`config.mk`:
```
export PLATFORM = sky130hd
export DESIGN_NAME = sync2qdi_1of4_flat
export DESIGN_NICKNAME = d
export VERILOG_FILES = /design/src/rtl/qdi_pkg.sv /design/src/rtl/sync2qdi_1of4_if.sv /design/src/rtl/sync2qdi_1of4_sync_ff.sv /design/src/rtl/sync2qdi_1of4.sv /design/src/flat_wrapper.sv
export SDC_FILE = /design/constraint.sdc
export NUM_CORES = 1
export LEC_CHECK = 0
export CAP_MARGIN = 15
export CORE_ASPECT_RATIO = 1.4
export CORE_UTILIZATION = 45
export DETAILED_ROUTE_END_ITERATION = 8
export GPL_ROUTABILITY_DRIVEN = 0
export PLACE_DENSITY = 0.69
export RECOVER_POWER = 100
export SYNTH_ARGS = -nofsm -noshare
export SYNTH_HDL_FRONTEND = slang
export SYNTH_SLANG_ARGS = --single-unit
```
`constraint.sdc`:
```
create_clock -name CLK -period 2.7 [get_ports CLK]
set_input_delay 0.54 -clock CLK [delete_from_list [all_inputs] [get_ports CLK]]
set_output_delay 0.54 -clock CLK [all_outputs]
set_load 0.02 [all_outputs]
```
`src/rtl/qdi_pkg.sv`:
```
// qdi_pkg: shared definitions for the clocked <-> QDI 1-of-4 bridges.
//   qdi_state_e    : handshake phase of the transmit FSM (NEUTRAL / VALID)
//   QDI_NEUTRAL    : all-rails-low spacer code
//   enc_1of4()     : 2-bit word -> one-hot rail pattern
//   is_valid_1of4(): true when exactly one rail is high
package qdi_pkg;

  typedef enum logic {
    NEUTRAL = 1'b0,
    VALID   = 1'b1
  } qdi_state_e;

  localparam logic [3:0] QDI_NEUTRAL = 4'b0000;

  function automatic logic [3:0] enc_1of4(input logic [1:0] v);
    enc_1of4 = 4'b0001 << v;
  endfunction

  // A power of two has exactly one bit set: r & (r-1) clears the lowest set bit.
  function automatic logic is_valid_1of4(input logic [3:0] r);
    is_valid_1of4 = (r != 4'b0000) && ((r & (r - 4'b0001)) == 4'b0000);
  endfunction

endpackage

```
`src/rtl/sync2qdi_1of4_if.sv`:
```
// sync2qdi_1of4_if: host push port and QDI 1-of-4 transmit channel.
//   in_data/in_valid/in_ready : synchronous valid/ready push into the bridge
//   Tx                        : 1-of-4 data rails (0000 = neutral)
//   Txe                       : asynchronous enable/acknowledge from the consumer
// master: the bridge (accepts pushes, drives the rails)
// slave : the environment (host plus QDI consumer)
interface sync2qdi_1of4_if;
  logic [1:0] in_data;
  logic       in_valid;
  logic       in_ready;
  logic [3:0] Tx;
  logic       Txe;

  modport master (
    input  in_data, in_valid, Txe,
    output in_ready, Tx
  );

  modport slave (
    output in_data, in_valid, Txe,
    input  in_ready, Tx
  );
endinterface

```
`src/rtl/sync2qdi_1of4_sync_ff.sv`:
```
// sync_ff: STAGES-deep reset-to-0 synchronizer for a single asynchronous bit.
//   clk : destination clock
//   rst : synchronous active-high reset, clears every stage
//   d   : asynchronous input
//   q   : synchronized output (last stage)
module sync_ff #(
  parameter int STAGES = 2
) (
  input  logic clk,
  input  logic rst,
  input  logic d,
  output logic q
);

  logic [STAGES-1:0] sync_p;

  always_ff @(posedge clk) begin
    if (rst) sync_p <= '0;
    else     sync_p <= {sync_p[STAGES-2:0], d};
  end

  assign q = sync_p[STAGES-1];

endmodule

```
`src/rtl/sync2qdi_1of4.sv`:
```
// sync2qdi_1of4: buffers 2-bit host words in a small FIFO and issues each as a
// 1-of-4 token on a four-phase return-to-zero QDI channel.
//   CLK, RESET  : clock and synchronous active-high reset
//   bus         : sync2qdi_1of4_if.master (host push port + Tx/Txe channel)
//   busy        : FIFO non-empty or a token is on the rails
//   sent_count  : tokens acknowledged by the consumer (wraps)
// Parameters: DEPTH (FIFO entries, power of two >= 2), SYNC_STAGES (>= 2),
// CNT_W (sent_count width).
module sync2qdi_1of4
  import qdi_pkg::*;
#(
  parameter int DEPTH       = 4,
  parameter int SYNC_STAGES = 2,
  parameter int CNT_W       = 16
) (
  input  logic                  CLK,
  input  logic                  RESET,
  sync2qdi_1of4_if.master       bus,
  output logic                  busy,
  output logic [CNT_W-1:0]      sent_count
);

  localparam int AW = $clog2(DEPTH);
  localparam int OW = AW + 1;

  logic [1:0]    mem [DEPTH];
  logic [AW-1:0] wr_ptr;
  logic [AW-1:0] rd_ptr;
  logic [OW-1:0] count;
  logic [OW-1:0] count_nxt;
  logic          in_ready_r;
  logic          push;
  logic          pop;

  logic          txe_s;
  qdi_state_e    state;
  qdi_state_e    state_nxt;
  logic [3:0]    tx_r;
  logic [3:0]    tx_nxt;
  logic          cnt_inc;

  // ---- Txe synchronizer: the FSM only ever sees txe_s ----
  sync_ff #(.STAGES(SYNC_STAGES)) u_sync (
    .clk (CLK),
    .rst (RESET),
    .d   (bus.Txe),
    .q   (txe_s)
  );

  // ---- FIFO write side ----
  // in_ready_r is exactly !full, so a push is never accepted at full even if
  // the FSM pops in the same cycle.
  assign push = bus.in_valid & in_ready_r;

  always_ff @(posedge CLK) begin
    if (push) mem[wr_ptr] <= bus.in_data;
  end

  always_comb begin
    count_nxt = count;
    case ({push, pop})
      2'b10:   count_nxt = count + 1'b1;
      2'b01:   count_nxt = count - 1'b1;
      default: count_nxt = count;
    endcase
  end

  // ---- Handshake FSM: state register ----
  always_ff @(posedge CLK) begin
    if (RESET) state <= NEUTRAL;
    else       state <= state_nxt;
  end

  // ---- Handshake FSM: next state ----
  // NEUTRAL waits for the consumer to re-enable (txe_s high) before the next
  // token, which enforces return-to-zero between tokens.
  always_comb begin
    state_nxt = state;
    case (state)
      NEUTRAL: if (txe_s && (count != '0)) state_nxt = VALID;
      VALID:   if (!txe_s)                 state_nxt = NEUTRAL;
      default:                             state_nxt = NEUTRAL;
    endcase
  end

  // ---- Handshake FSM: outputs ----
  // Tx is only ever loaded from NEUTRAL, so one one-hot value can never be
  // replaced directly by another.
  always_comb begin
    tx_nxt  = tx_r;
    pop     = 1'b0;
    cnt_inc = 1'b0;
    case (state)
      NEUTRAL: begin
        if (txe_s && (count != '0)) begin
          tx_nxt = enc_1of4(mem[rd_ptr]);
          pop    = 1'b1;
        end else begin
          tx_nxt = QDI_NEUTRAL;
        end
      end
      VALID: begin
        if (!txe_s) begin
          tx_nxt  = QDI_NEUTRAL;
          cnt_inc = 1'b1;
        end
      end
      default: tx_nxt = QDI_NEUTRAL;
    endcase
  end

  // ---- Registered outputs, pointers and occupancy ----
  always_ff @(posedge CLK) begin
    if (RESET) begin
      tx_r       <= QDI_NEUTRAL;
      sent_count <= '0;
      wr_ptr     <= '0;
      rd_ptr     <= '0;
      count      <= '0;
      in_ready_r <= 1'b0;
    end else begin
      tx_r  <= tx_nxt;
      count <= count_nxt;
      // Registered from next occupancy so in_ready tracks !full with no lag.
      in_ready_r <= (count_nxt != OW'(DEPTH));
      if (cnt_inc) sent_count <= sent_count + 1'b1;
      if (push)    wr_ptr     <= wr_ptr + 1'b1;
      if (pop)     rd_ptr     <= rd_ptr + 1'b1;
    end
  end

  assign bus.Tx       = tx_r;
  assign bus.in_ready = in_ready_r;
  assign busy         = (count != '0) | (state == VALID);

endmodule

```
`src/flat_wrapper.sv`:
```
// flat-port wrapper written by rule: the top's interface ports become plain ports
module sync2qdi_1of4_flat import qdi_pkg::*;
#(
  parameter int DEPTH       = 4,
  parameter int SYNC_STAGES = 2,
  parameter int CNT_W       = 16
)
  (CLK, RESET, busy, sent_count, bus_in_data, bus_in_valid, bus_Txe, bus_in_ready, bus_Tx);
  sync2qdi_1of4_if bus_i ();
  input  logic CLK;
  input  logic RESET;
  output logic busy;
  output logic [CNT_W-1:0] sent_count;
  input wire logic [$bits(bus_i.in_data)-1:0] bus_in_data;
  input wire logic [$bits(bus_i.in_valid)-1:0] bus_in_valid;
  input wire logic [$bits(bus_i.Txe)-1:0] bus_Txe;
  output wire logic [$bits(bus_i.in_ready)-1:0] bus_in_ready;
  output wire logic [$bits(bus_i.Tx)-1:0] bus_Tx;
  assign bus_i.in_data = bus_in_data;
  assign bus_i.in_valid = bus_in_valid;
  assign bus_i.Txe = bus_Txe;
  assign bus_in_ready = bus_i.in_ready;
  assign bus_Tx = bus_i.Tx;
  sync2qdi_1of4 #(.DEPTH(DEPTH), .SYNC_STAGES(SYNC_STAGES), .CNT_W(CNT_W)) u_core (.CLK(CLK), .RESET(RESET), .bus(bus_i), .busy(busy), .sent_count(sent_count));
endmodule
```
### Word-level counts from Yosys, hierarchy flattened

Memories as Yosys holds them, arrays and structs flattened. A register that Yosys moved wholly into a read port is not among the register bits.
Index checks and enable logic that the tools add are counted.

| operators by class | value |
|---|---|
| add/subtract/negate cells | 5 |
| eq/ne operators | 4 |
| shift operators | 1 |
| mux-type cells | 14 |
| bitwise logic cells | 3 |
| reduce and logical (&&, ||, !) cells | 2 |

Operator list:

| kind | number |
|---|---|
| $add A16 B1 Y16 const B | 1 |
| $mux W4 | 2 |
| $pmux W4 S2 | 1 |
| $mux W1 | 7 |
| $pmux W3 S2 | 1 |
| $add A2 B1 Y2 const B | 2 |
| $mux W2 | 2 |
| $shl A1 B2 Y4 const A | 1 |
| $add A3 B1 Y3 const B | 1 |
| $ne A3 B3 Y1 const B | 1 |
| $reduce_bool A3 Y1 | 1 |
| $sub A3 B1 Y3 const B | 1 |
| $eq A2 B1 Y1 const B | 1 |
| $eq A2 B2 Y1 const B | 1 |
| $ne A2 B2 Y1 const B | 1 |
| $pmux W1 S2 | 1 |
| $and A1 B1 Y1 | 1 |
| $logic_and A1 B1 Y1 | 1 |
| $not A1 Y1 | 1 |
| $or A1 B1 Y1 | 1 |

| storage, ports and cells | value |
|---|---|
| register bits after elaboration | 31 |
| RAM bits | 8 |
| bits of input ports | 6 |
| memories kept | 1 |

Memory list:

| memory | words | width | read ports | clocked after memory_dff | write ports | RTL line | source |
|---|---|---|---|---|---|---|---|
| u_core.mem | 4 | 2 | 1 | 1 | 1 | sync2qdi_1of4.sv:26 | `logic [1:0] mem [DEPTH];` |

### Depth between registers and ports, before layout

| depth | value |
|---|---|
| depth in word-level cells | 7 |
| gate-level depth with buffers | 9 |

### Hierarchy

A second synthesis with hierarchy kept.

| unflattened totals | value |
|---|---|
| cell total of the unflattened synthesis | 168 |
| area total of the unflattened synthesis | 1767.9 µm² |

Modules (own cells, without submodules):

| module | times used | cells an instance | area an instance (µm²) | seq. area each (µm²) |
|---|---|---|---|---|
| sync2qdi_1of4 | 1 | 164 | 1715.4 | 860.8 |
| sync_ff | 1 | 4 | 52.6 | 40.0 |

### Worst setup path before layout

Ideal clock, no wire load.

| timing | value |
|---|---|
| path kind | register to register |
| start point | register u_core.count[0] |
| end point | register u_core.in_ready_r (netlist: u_core.bus.in_ready) |
| arrival time | 1.883 ns |
| path slack | 0.684 ns |
| cell stages (with the launch flop) | 10 |
| path buffers | 0 |
| period minus slack after synthesis | 2.016 ns |
| cells stage by stage | dfxtp_1 nor3_1 nor3b_1 ha_1 inv_1 fa_1 xor2_1 nor2_1 xor2_1 a21oi_1 |

| on the way | value |
|---|---|
| word-level cells in the longest chain between the ends | 7 |

RTL lines:

| element | RTL line | source |
|---|---|---|
| start: declaration | sync2qdi_1of4.sv:29 | `logic [OW-1:0] count;` |
| start signal: assignment | sync2qdi_1of4.sv:123 | `count <= count_nxt;` |
| $reduce_bool A3 Y1 (*) | sync2qdi_1of4.sv:95 | `if (txe_s && (count != '0)) begin` |
| $logic_and A1 B1 Y1 (*) | sync2qdi_1of4.sv:95 |  |
| $mux W1 (*) | sync2qdi_1of4.sv:95 |  |
| $mux W1 (*) | sync2qdi_1of4.sv:93 | `case (state)` |
| named net u_core.pop | sync2qdi_1of4.sv:33 | `logic pop;` |
| $eq A2 B1 Y1 / $eq A2 B2 Y1 (equally long branches) | sync2qdi_1of4.sv:61 | `case ({push, pop})` |
| $pmux W3 S2 (*) | sync2qdi_1of4.sv:61 |  |
| $ne A3 B3 Y1 (*) | sync2qdi_1of4.sv:125 | `in_ready_r <= (count_nxt != OW'(DEPTH));` |
| end signal: assignment | sync2qdi_1of4.sv:125 |  |
| end: declaration | sync2qdi_1of4.sv:31 | `logic in_ready_r;` |

The timed path passes the listed nets; every way through them passes the cells marked *.
A chain may end at the register's enable or synchronous reset.

### Final worst setup path

Same ends and word-level chain as after synthesis.

==> impl_metrics.env <==
export IMPL_status="finished clean"
export IMPL_clkTransAtPathRegs_ns=0.07
export IMPL_grt_pass1_vias=1191
export IMPL_initial_utilization_pct=47.1
export IMPL_synth_seq_area_share_pct=52.1
export IMPL_cts_tree="done"
export IMPL_netlist_area_um2=1730
export IMPL_slew_violations=0
export IMPL_antenna_found_initial=0
export IMPL_drtIter0Drc=28
export IMPL_cts_sinks=41
export IMPL_worst_r2r_endpoint="u_core.bus.in_ready"
export IMPL_fin_setup_tns_ns=0
export IMPL_setup_viol=0
export IMPL_final_cell_mix="dfxtp_1, dlygate4sd3_1, nor2_1"
export IMPL_cts_setup_buffers=0
export IMPL_hold_violations=0
export IMPL_ff2ff_setup_slack_ns=0.22
export IMPL_worst_slew_pin_slew_ns=1.15
export IMPL_coreArea_um2=3680
export IMPL_final_common_cell="dfxtp_1"
export IMPL_internal_power_mw=0.851
export IMPL_crit_top_cell="xor2_1"
export IMPL_synth_seq_cells=41
export IMPL_fmax_ghz=0.403
export IMPL_finalClockSkew_ns=0.00609
export IMPL_antenna_left=0
export IMPL_synth_edff_count=8
export IMPL_p_leak_nw=0.844
export IMPL_required_ns=2.82
export IMPL_antenna_cells=0
export IMPL_synth_flop_cell="dfxtp_1"
export IMPL_critical_path_arrival_ns=2.61
export IMPL_max_slew_margin_rel_pct=23.1
export IMPL_die_area_um2=4100
export IMPL_crit_reg2reg_launch="u_core.count[0]"
export IMPL_cts_max_level=2
export IMPL_cts_root_buffer="clkbuf_8"
export IMPL_async_reset_ff_share_pct=0
export IMPL_hold_end="u_core.u_sync.sync_p[1]"
export IMPL_clockBufferDepth=2
export IMPL_slowest_stage="dfxtp_1"
export IMPL_avgRoutedWirePerCell_um=12.7
export IMPL_clk_latency_ns=0.29
export IMPL_drt_wl_total_um=3010
export IMPL_port_buffers=27
export IMPL_met2_length_um=1590
export IMPL_num_io_pins=28
export IMPL_hold_start="u_core.u_sync.sync_p[0]"
export IMPL_die_y_um=75.4
export IMPL_post_route_min_period_ns=2.48
export IMPL_dpl_worst_slack_ns=0.182
export IMPL_area_delta_synth_final_pct=21.8
export IMPL_cp_max_fo=5
export IMPL_drt_first_pass_iters=4
export IMPL_hold_path_depth=1
export IMPL_ir_drop_uv=506
export IMPL_synthDistinctLibCells=34
export IMPL_grt_usage_pct=17.4
export IMPL_clock_power_share_pct=33.3
export IMPL_hpwl_um=2300
export IMPL_power_density_nw_per_um2=526
export IMPL_endpoint_kind="flop"
export IMPL_cap_viol_max_count=0
export IMPL_layout_setup_ws_ns=0.217
export IMPL_p_switching_mw=0.257
export IMPL_path_cells="nor3_1 > clkbuf_1 > nor3b_1 > ha_1 > inv_1 > fa_1 > xor2_1 > nor2_1 > xor2_1 > a21oi_1"
export IMPL_combPwrFrac_pct=8.0
export IMPL_nNetsFinal=207
export IMPL_grt_first_pass_wirelength_um=5000
export IMPL_hold_path_class="reg -> reg"
export IMPL_core_rowCount=26
export IMPL_vias=1257
export IMPL_viasPerCell=5.30
export IMPL_cts_buffers=5
export IMPL_drc_errors=0
export IMPL_wl_met3_um=90
export IMPL_rsz0062_at_grt="no"
export IMPL_top_layer="met4"
export IMPL_syn_num_nets=176
export IMPL_postCtsHoldBufs=0
export IMPL_avgSynthCellArea_um2=10.6
export IMPL_switching_share_pct=23.2
export IMPL_synth_cells=163
export IMPL_ctsResizeCount=0
export IMPL_grt_max_degree=28
export IMPL_worstRegToRegCells=10
export IMPL_grt_overflow=0
export IMPL_fillers=339
export IMPL_wl_met1_um=1260
export IMPL_drive_gt1_share_pct=5.13
export IMPL_max_stage_delay_ns=0.42
export IMPL_die_width_um=54.4
export IMPL_path_class="reg -> reg"
export IMPL_synth_warning_count=0
export IMPL_min_period_over_period_pct=91.9
export IMPL_seq_power_share_pct=58.7
export IMPL_start_kind="flop"
logic make-up (layout without fill, tap and decap cells):
group	Yosys count	in the layout	synth area share [%]
DFF	41	41	52.1
AOI/OAI and AO/OA	13	13	4.84
buffers and inverters	13	45	3.69
and+or+nand+nor	67	67	21.1
muxes	3	3	3.18
adders and majority gates	7	7	5.50
xor gates and xnor gates	19	19	9.62
flip-flops by register name, indices dropped and copies added, names as in the netlist, named ones only:
signal / cells
u_core.bus.Tx: 4
u_core.bus.in_ready: 1
u_core.count: 3
u_core.mem: 8
u_core.rd_ptr: 2
u_core.sent_count: 16
u_core.state: 1
u_core.u_sync.sync_p: 2
u_core.wr_ptr: 2
critical path, delay by kind of cell (launching register included):
| kind | cells | cell delay (ns) |
|---|---|---|
| AOI/OAI and AO/OA | 1 | 0.08 |
| xor gates and xnor gates | 2 | 0.35 |
| adders and majority gates | 2 | 0.64 |
| buffers and inverters | 2 | 0.21 |
| DFF | 1 | 0.42 |
| and+or+nand+nor | 3 | 0.63 |
cells in the mapped netlist (all sizes together) (4+ instances only):
master	instances	area share, %
xor2	14	7.1
nor2	22	4.8
inv	8	1.7
nand3	4	1.9
a21oi	5	1.4
nor2b	5	1.8
ha	6	4.3
dfxtp	33	38
nand2	11	2.4
and3	5	1.9
edfxtp	8	14
nand4	7	2.5
xnor2	5	2.5
layer usage:
metal	GRT usage [%]	up-vias
met3	3.59	5
li1	-	624
met4	10.3	0
met1	19.1	601
met5	0	-
met2	29.9	27
power groups by stage:
stage | Clock (mW) | Sequential, mW | Combinational (mW)
2_1_floorplan | 0 | 0.663 | 0.0587
3_5_place_dp | 0 | 0.665 | 0.0957
3_3_place_gp | 0 | 0.663 | 0.0912
4_1_cts | 0.384 | 0.650 | 0.0962
6_report | 0.369 | 0.650 | 0.0886
5_1_grt | 0.410 | 0.653 | 0.0984
cell type report:
| type | count | area, µm² | share of cell area [%] |
|---|---|---|---|
| Multi-Input combinational cell | 109 | 766 | 36.3 |
| Clock buffer | 5 | 68.8 | 3.26 |
| Tap cell | 42 | 52.6 | 2.49 |
| Clock inverter | 3 | 12.5 | 0.593 |
| Inverter | 8 | 30.0 | 1.42 |
| Sequential cell | 41 | 901 | 42.7 |
| Timing Repair Buffer | 29 | 278 | 13.2 |
how the worst max path moves through the flow:
stage                                from             endpoint  slack [ns]  depth (start not counted)
after floorplan           u_core.count[0]  u_core.bus.in_ready        0.68                          9
after global placement       bus_in_valid  u_core.bus.in_ready        0.29                          9
after detailed placement     bus_in_valid      u_core.count[2]        0.18                          9
after CTS                 u_core.count[0]      u_core.count[2]        0.27                         10
after global routing      u_core.count[0]  u_core.bus.in_ready        0.07                         10
final                     u_core.count[0]  u_core.bus.in_ready        0.22                         10
per-stage QoR:
step	util (%)	hold slack [ns]	cell area [µm²]	total power, mW	instances
detailed placement	55.3	0.429	2030	0.760	229
floorplan	-	0.414	1730	0.722	163
finish	57.4	0.441	2110	1.11	237
global route	57.4	0.471	2110	1.16	237
global placement	55.3	0.425	2030	0.754	229
CTS	57.6	0.447	2120	1.13	237
Power figures use the tool's default switching activity.
